<file path="config.mk">
export PLATFORM = sky130hd
export DESIGN_NAME = lif_sequencer
export DESIGN_NICKNAME = d
export VERILOG_FILES = /design/src/rtl/lif_sequencer.sv
export SDC_FILE = /design/constraint.sdc
export NUM_CORES = 1
export LEC_CHECK = 0
export CAP_MARGIN = 0
export CORE_UTILIZATION = 54
export DETAILED_ROUTE_END_ITERATION = 8
export PLACE_DENSITY = 0.79
export SETUP_SLACK_MARGIN = 0.15
export SKIP_CTS_REPAIR_TIMING = 1
export SLEW_MARGIN = 10
export SYNTH_ARGS = -nofsm -noshare
export SYNTH_HDL_FRONTEND = slang
export SYNTH_SLANG_ARGS = --single-unit
export TNS_END_PERCENT = 10
</file>
<file path="constraint.sdc">
create_clock -name clk -period 2.1 [get_ports clk]
set_input_delay 0.525 -clock clk [delete_from_list [all_inputs] [get_ports clk]]
set_output_delay 0.525 -clock clk [all_outputs]
set_load 0.02 [all_outputs]
</file>
<file path="src/rtl/lif_sequencer.sv">
// lif_sequencer: turns framed host command bytes into LIF neuron register
// writes or timed execute bursts, and returns a spike count per burst.
// Optional feature macro: LIF_SEQ_TIMESTAMP_EN -- when defined, the result
// frame carries a second byte holding the window index of the first spike.
module lif_sequencer #(
  parameter int RUN_SHIFT     = 3,
  parameter int SPIKE_LATENCY = 1
) (
  input  logic       clk,
  input  logic       rst_n,
  input  logic [7:0] cmd_data,
  input  logic       cmd_valid,
  output logic       cmd_ready,
  output logic [7:0] nrn_data,
  output logic [2:0] nrn_ctrl,
  output logic       nrn_execute,
  input  logic       spike_in,
  output logic [7:0] res_data,
  output logic       res_valid,
  input  logic       res_ready,
  output logic       busy
);

  // Burst length (count+1) << RUN_SHIFT needs 6 + RUN_SHIFT bits.
  localparam int RL_W = 6 + RUN_SHIFT;
  localparam logic [2:0] CTRL_RUN   = 3'b111;
  localparam logic [2:0] CTRL_SHIFT = 3'b100;

  typedef enum logic [2:0] {
    S_IDLE,
    S_LOAD,
    S_RUN,
    S_DRAIN,
    S_REPORT
  } state_t;

  function automatic logic [7:0] sat_inc(input logic [7:0] v, input logic [7:0] lim);
    return (v >= lim) ? lim : v + 8'd1;
  endfunction

  state_t                 state_q, state_d;
  logic                   cmd_ready_q, cmd_ready_d;
  logic [7:0]             nrn_data_q, nrn_data_d;
  logic [2:0]             nrn_ctrl_q, nrn_ctrl_d;
  // Bit 0 is the live execute output; bit i is execute delayed by i cycles,
  // so the top bit marks the edges on which spike_in belongs to the burst.
  logic [SPIKE_LATENCY:0] win_q, win_d;
  logic [7:0]             res_data_q, res_data_d;
  logic                   res_valid_q, res_valid_d;
  logic                   busy_q, busy_d;
  logic [2:0]             shift_shadow_q, shift_shadow_d;
  logic [2:0]             load_ctrl_q, load_ctrl_d;
  logic [4:0]             left_q, left_d;
  logic [RL_W-1:0]        run_left_q, run_left_d;
  logic [7:0]             cnt_q, cnt_d;
`ifdef LIF_SEQ_TIMESTAMP_EN
  logic [7:0]             sample_idx_q, sample_idx_d;
  logic [7:0]             ts_q, ts_d;
  logic                   res_second_q, res_second_d;
`endif

  logic                   accept;
  logic                   sample;
  logic                   exec_d;
  logic [RL_W-1:0]        run_n;

  assign accept = cmd_valid && cmd_ready_q;
  assign sample = win_q[SPIKE_LATENCY];
  assign run_n  = (RL_W'(cmd_data[4:0]) + RL_W'(1)) << RUN_SHIFT;

  // Next-state, bus parking, spike counting and result handshake.
  always_comb begin
    state_d        = state_q;
    nrn_ctrl_d     = CTRL_SHIFT;
    nrn_data_d     = {5'b0, shift_shadow_q};
    exec_d         = 1'b0;
    res_data_d     = res_data_q;
    res_valid_d    = res_valid_q;
    shift_shadow_d = shift_shadow_q;
    load_ctrl_d    = load_ctrl_q;
    left_d         = left_q;
    run_left_d     = run_left_q;
    cnt_d          = cnt_q;
`ifdef LIF_SEQ_TIMESTAMP_EN
    sample_idx_d   = sample_idx_q;
    ts_d           = ts_q;
    res_second_d   = res_second_q;
`endif

    if (sample && spike_in) begin
      cnt_d = sat_inc(cnt_q, 8'd255);
    end
`ifdef LIF_SEQ_TIMESTAMP_EN
    if (sample) begin
      sample_idx_d = sat_inc(sample_idx_q, 8'd254);
      if (spike_in && (ts_q == 8'hFF)) begin
        ts_d = sample_idx_q;
      end
    end
`endif

    case (state_q)
      S_IDLE: begin
        if (accept) begin
          if (cmd_data[7:5] == CTRL_RUN) begin
            state_d    = S_RUN;
            run_left_d = run_n;
            cnt_d      = 8'd0;
`ifdef LIF_SEQ_TIMESTAMP_EN
            sample_idx_d = 8'd0;
            ts_d         = 8'hFF;
`endif
          end else begin
            state_d     = S_LOAD;
            load_ctrl_d = cmd_data[7:5];
            left_d      = cmd_data[4:0];
          end
        end
      end
      S_LOAD: begin
        if (accept) begin
          nrn_data_d = cmd_data;
          nrn_ctrl_d = load_ctrl_q;
          if (load_ctrl_q == CTRL_SHIFT) begin
            shift_shadow_d = cmd_data[2:0];
          end
          if (left_q == 5'd0) begin
            state_d = S_IDLE;
          end else begin
            left_d = left_q - 5'd1;
          end
        end
      end
      S_RUN: begin
        exec_d     = 1'b1;
        run_left_d = run_left_q - RL_W'(1);
        if (run_left_q == RL_W'(1)) begin
          state_d = S_DRAIN;
        end
      end
      S_DRAIN: begin
        // The window is empty once the last delayed spike has been sampled.
        if (win_q == '0) begin
          state_d     = S_REPORT;
          res_valid_d = 1'b1;
          res_data_d  = cnt_q;
        end
      end
      S_REPORT: begin
        if (res_ready) begin
`ifdef LIF_SEQ_TIMESTAMP_EN
          if (!res_second_q) begin
            res_data_d   = ts_q;
            res_second_d = 1'b1;
          end else begin
            res_valid_d  = 1'b0;
            res_second_d = 1'b0;
            state_d      = S_IDLE;
          end
`else
          res_valid_d = 1'b0;
          state_d     = S_IDLE;
`endif
        end
      end
      default: begin
        state_d = S_IDLE;
      end
    endcase

    win_d       = win_q << 1;
    win_d[0]    = exec_d;
    cmd_ready_d = (state_d == S_IDLE) || (state_d == S_LOAD);
    busy_d      = (state_d != S_IDLE);
  end

  // State and registered outputs; reset drops execute without a clock.
  always_ff @(posedge clk or negedge rst_n) begin
    if (!rst_n) begin
      state_q        <= S_IDLE;
      cmd_ready_q    <= 1'b0;
      nrn_data_q     <= 8'h00;
      nrn_ctrl_q     <= CTRL_SHIFT;
      win_q          <= '0;
      res_data_q     <= 8'h00;
      res_valid_q    <= 1'b0;
      busy_q         <= 1'b0;
      shift_shadow_q <= 3'd0;
      load_ctrl_q    <= 3'd0;
      left_q         <= 5'd0;
      run_left_q     <= '0;
      cnt_q          <= 8'd0;
`ifdef LIF_SEQ_TIMESTAMP_EN
      sample_idx_q   <= 8'd0;
      ts_q           <= 8'hFF;
      res_second_q   <= 1'b0;
`endif
    end else begin
      state_q        <= state_d;
      cmd_ready_q    <= cmd_ready_d;
      nrn_data_q     <= nrn_data_d;
      nrn_ctrl_q     <= nrn_ctrl_d;
      win_q          <= win_d;
      res_data_q     <= res_data_d;
      res_valid_q    <= res_valid_d;
      busy_q         <= busy_d;
      shift_shadow_q <= shift_shadow_d;
      load_ctrl_q    <= load_ctrl_d;
      left_q         <= left_d;
      run_left_q     <= run_left_d;
      cnt_q          <= cnt_d;
`ifdef LIF_SEQ_TIMESTAMP_EN
      sample_idx_q   <= sample_idx_d;
      ts_q           <= ts_d;
      res_second_q   <= res_second_d;
`endif
    end
  end

  assign cmd_ready   = cmd_ready_q;
  assign nrn_data    = nrn_data_q;
  assign nrn_ctrl    = nrn_ctrl_q;
  assign nrn_execute = win_q[0];
  assign res_data    = res_data_q;
  assign res_valid   = res_valid_q;
  assign busy        = busy_q;

endmodule
</file>
==> impl_results.md <==
- Post-synth top flop: dfrtp_1
- # fillers: 319
- Vias per cell: 5.830
- Leakage: 1.434 nW
- Vias: 1994
- Fin area: 3261 sq um
- Worst-path maximum fanout: 5
- Synth cell count leaders: dfrtp_1 (54), nand2_1 (15), nor2_1 (15), mux2_2 (13), inv_1 (9)
- Overall Power: 3.803 mW
- CTS Buffer Depth: 2
- Std-Cell Rows: 24
- Ys Warns: 0
- IO Port Bufs: 35
- Crit-path max cell delay: 470 ps
- TritonCTS Buffers: 5
- GRT overflow: 0
- Post-synth EDFFs: 0
- Max frequency: 0.5133 GHz
- Max Cap Violations: 0
- H-tree Lvls: 2
- Total wire length: 5103 um
- CTS Sinks: 55
- Yosys top cell by area: dfrtp_1
- Post-DP Area: 3132 sq um
- Most frequent cell after synthesis: dfrtp_1
- Element type at the critical path start: flip-flop
- Synth top area share: 0.5212
- Cells after synthesis: 234
- Final Util: 0.7287
- Post-synthesis register bit count: 55
- ANT nets after route: 0
- Worst-Skew Late Latency: 320 ps
- Logic gate share of total power: 0.377
- Flop pwr share: 0.429
- Initial antenna violation count: 0
- Core ar.: 4474 sq um
- Yosys cell types: 50
- Power per cell area: 1166 nW/um^2
- Gpl congestion: 0.8053
- Clock transition at path regs: 100 ps
- N_diodes: 0
- Mapped Nets: 253
- Die Height: 71.29 um
- Worst Path Required: 2300 ps
- First-pass GRT wire length: 8466 um
- Fin. Hold Viols: 0
- Clock power frac: 0.194
- Int Pwr: 2.502 mW
- Clk root buf: clkbuf_8
- Setup TNS: 0 ps
- Class of the worst hold path: input pin to async pin
- HPWL after DPL: 3743 um
- Ports: 36
- WP data arrival: 2150 ps
- Slowest cell on the critical path: or4b_1
- Failing checks: design-rule violations
- Die area: 5082 sq um
- Worst slew pin tran: 452.2 ps
- RSZ-0062 raised after global routing: true
- Die Wd: 71.29 um
- Final period util: 0.9276
- Post-synth ARST share: 1.000
- Share of cells above drive strength 1: 0.1931
- Fin. max-slew vios: 0
- Initial Util: 0.5794
- Area grow syn2layout: 25.77%
- Netlist Area Pre-Place: 2592 sq um
- Endpoints failing setup: 0
- Layout Nets: 308
- TritonRoute pass-1 iters: 8
- Maximum VDD drop: 0.0007785 V
- CTS tree: done
- Gr usage total: 0.2191
- Worst path cell trace: inv_2 -> ha_1 -> or4b_1 -> and4b_2 -> nor2_2 -> mux2_1
- Worst Setup End Kind: flip-flop
- Worst Clk Skew: 7.494 ps
- Number of global-route vias before repair: 1874
- Net Sw Power: 1.301 mW
- Status: finished with violations
- Wire length per cell: 14.92 um
- Largest net degree at the start of global routing: 37
- WS Path Type: flip-flop to flip-flop
- Sw frac: 0.3421
- DRC viols: 6
- DRT iter0 DRCs: 89
- Post-Syn Area per Cell: 11.08 sq um
- Relative slew slack: 0.6985
- Synth top area cells: dfrtp_1 (52%), mux2_2 (5.6%), ha_1 (2.9%)
- Seq/Total Area, Yosys: 0.5314
- Final min period: 1948 ps
-- power by group through the flow --
stage / logic [mW] / clock network, mW / registers, mW
2_1_floorplan: 0.795 / 0 / 1.73
3_3_place_gp: 1.38 / 0 / 1.64
3_5_place_dp: 1.43 / 0 / 1.65
4_1_cts: 1.44 / 0.753 / 1.63
5_1_grt: 1.57 / 0.795 / 1.67
6_report: 1.43 / 0.739 / 1.63
-- registers in the layout, summed over array words and instances (netlist names) --
signal          count
res_valid           1
load_ctrl_q         3
run_left_q          9
res_data            8
cnt_q               8
busy                1
win_q               2
cmd_ready           1
state_q             3
nrn_data            8
left_q              5
shift_shadow_q      3
nrn_ctrl            3
-- worst max-delay path, delay by kind of cell (launching register included) --
| family | cells | cell delay [ps] |
|---|---|---|
| buf+inv | 1 | 90 |
| fa+ha+maj | 1 | 130 |
| simple gates | 3 | 890 |
| flops | 1 | 400 |
| mux | 1 | 320 |
-- cells in the final DEF, fill, tap and decap left out, types with 4 or more instances in the layout --
| cell | n |
|---|---|
| dfrtp_1 | 54 |
| clkdlybuf4s50_1 | 34 |
| buf_4 | 21 |
| nand2_1 | 15 |
| nor2_1 | 15 |
| mux2_2 | 13 |
| inv_1 | 8 |
| and2_1 | 8 |
| nand3_1 | 8 |
| o21ai_0 | 8 |
| a21oi_1 | 7 |
| nor3_1 | 7 |
| a211oi_1 | 6 |
| ha_1 | 6 |
| clkbuf_8 | 6 |
| and3_1 | 4 |
| a311oi_1 | 4 |
| nor3b_1 | 4 |
| o22ai_1 | 4 |
-- final timing paths --
path	startpoint	endpoint	slack, ps	cells past startpoint
setup / recovery	left_q[0]$_DFFE_PN0P_	left_q[1]$_DFFE_PN0P_	150	6
hold / removal	rst_n	res_data[4]$_DFFE_PN0P_	140	1
setup reg to reg	left_q[0]$_DFFE_PN0P_	left_q[1]$_DFFE_PN0P_	150	6
hold reg to reg	win_q[0]$_DFF_PN0_	win_q[1]$_DFF_PN0_	450	0
max in group asynchronous	rst_n	run_left_q[1]$_DFFE_PN0P_	1420	2
min in group clk	win_q[0]$_DFF_PN0_	win_q[1]$_DFF_PN0_	450	0
-- final cells by class --
cell class / count / area (sq um) / share of cell area
Sequential cell: 55 / 1378 / 0.4225
Multi-Input combinational cell: 160 / 1132 / 0.3473
Timing Repair Buffer: 57 / 523.0 / 0.1604
Clock buffer: 6 / 82.58 / 0.02533
Tap cell: 52 / 65.06 / 0.01995
Inverter: 10 / 41.29 / 0.01266
Clock inverter: 2 / 38.79 / 0.01190
-- stage by stage --
step           instances  hold slack [ps]  worst slack, ps
6_report             342            142.7            152.0
2_1_floorplan        234            229.4            169.1
3_5_place_dp         334            416.7           -53.02
4_1_cts              342            151.9            116.8
3_3_place_gp         334            413.7           -18.59
5_1_grt              342            172.5            47.55
-- kinds of logic (layout without fill, tap and decap cells) --
group	after synthesis	count (layout)	synth area share
flip-flops	55	55	0.5314
AO/OA/AOI/OAI	52	52	0.1438
XOR/XNOR	5	5	0.01689
buffers and inverters	19	75	0.03330
adder cells (fa/ha/maj)	6	6	0.02896
AND/OR/NAND/NOR	83	83	0.1848
multiplexers	14	14	0.06081
-- metal layers --
layer / global-route usage / routed length, um
met1: 0.2955 / 2421
met4: 0.08444 / 97
met3: 0.05485 / 190
met2: 0.3450 / 2393
met5: 0 / 0
Note: power is estimated with default switching activity, not from simulation.
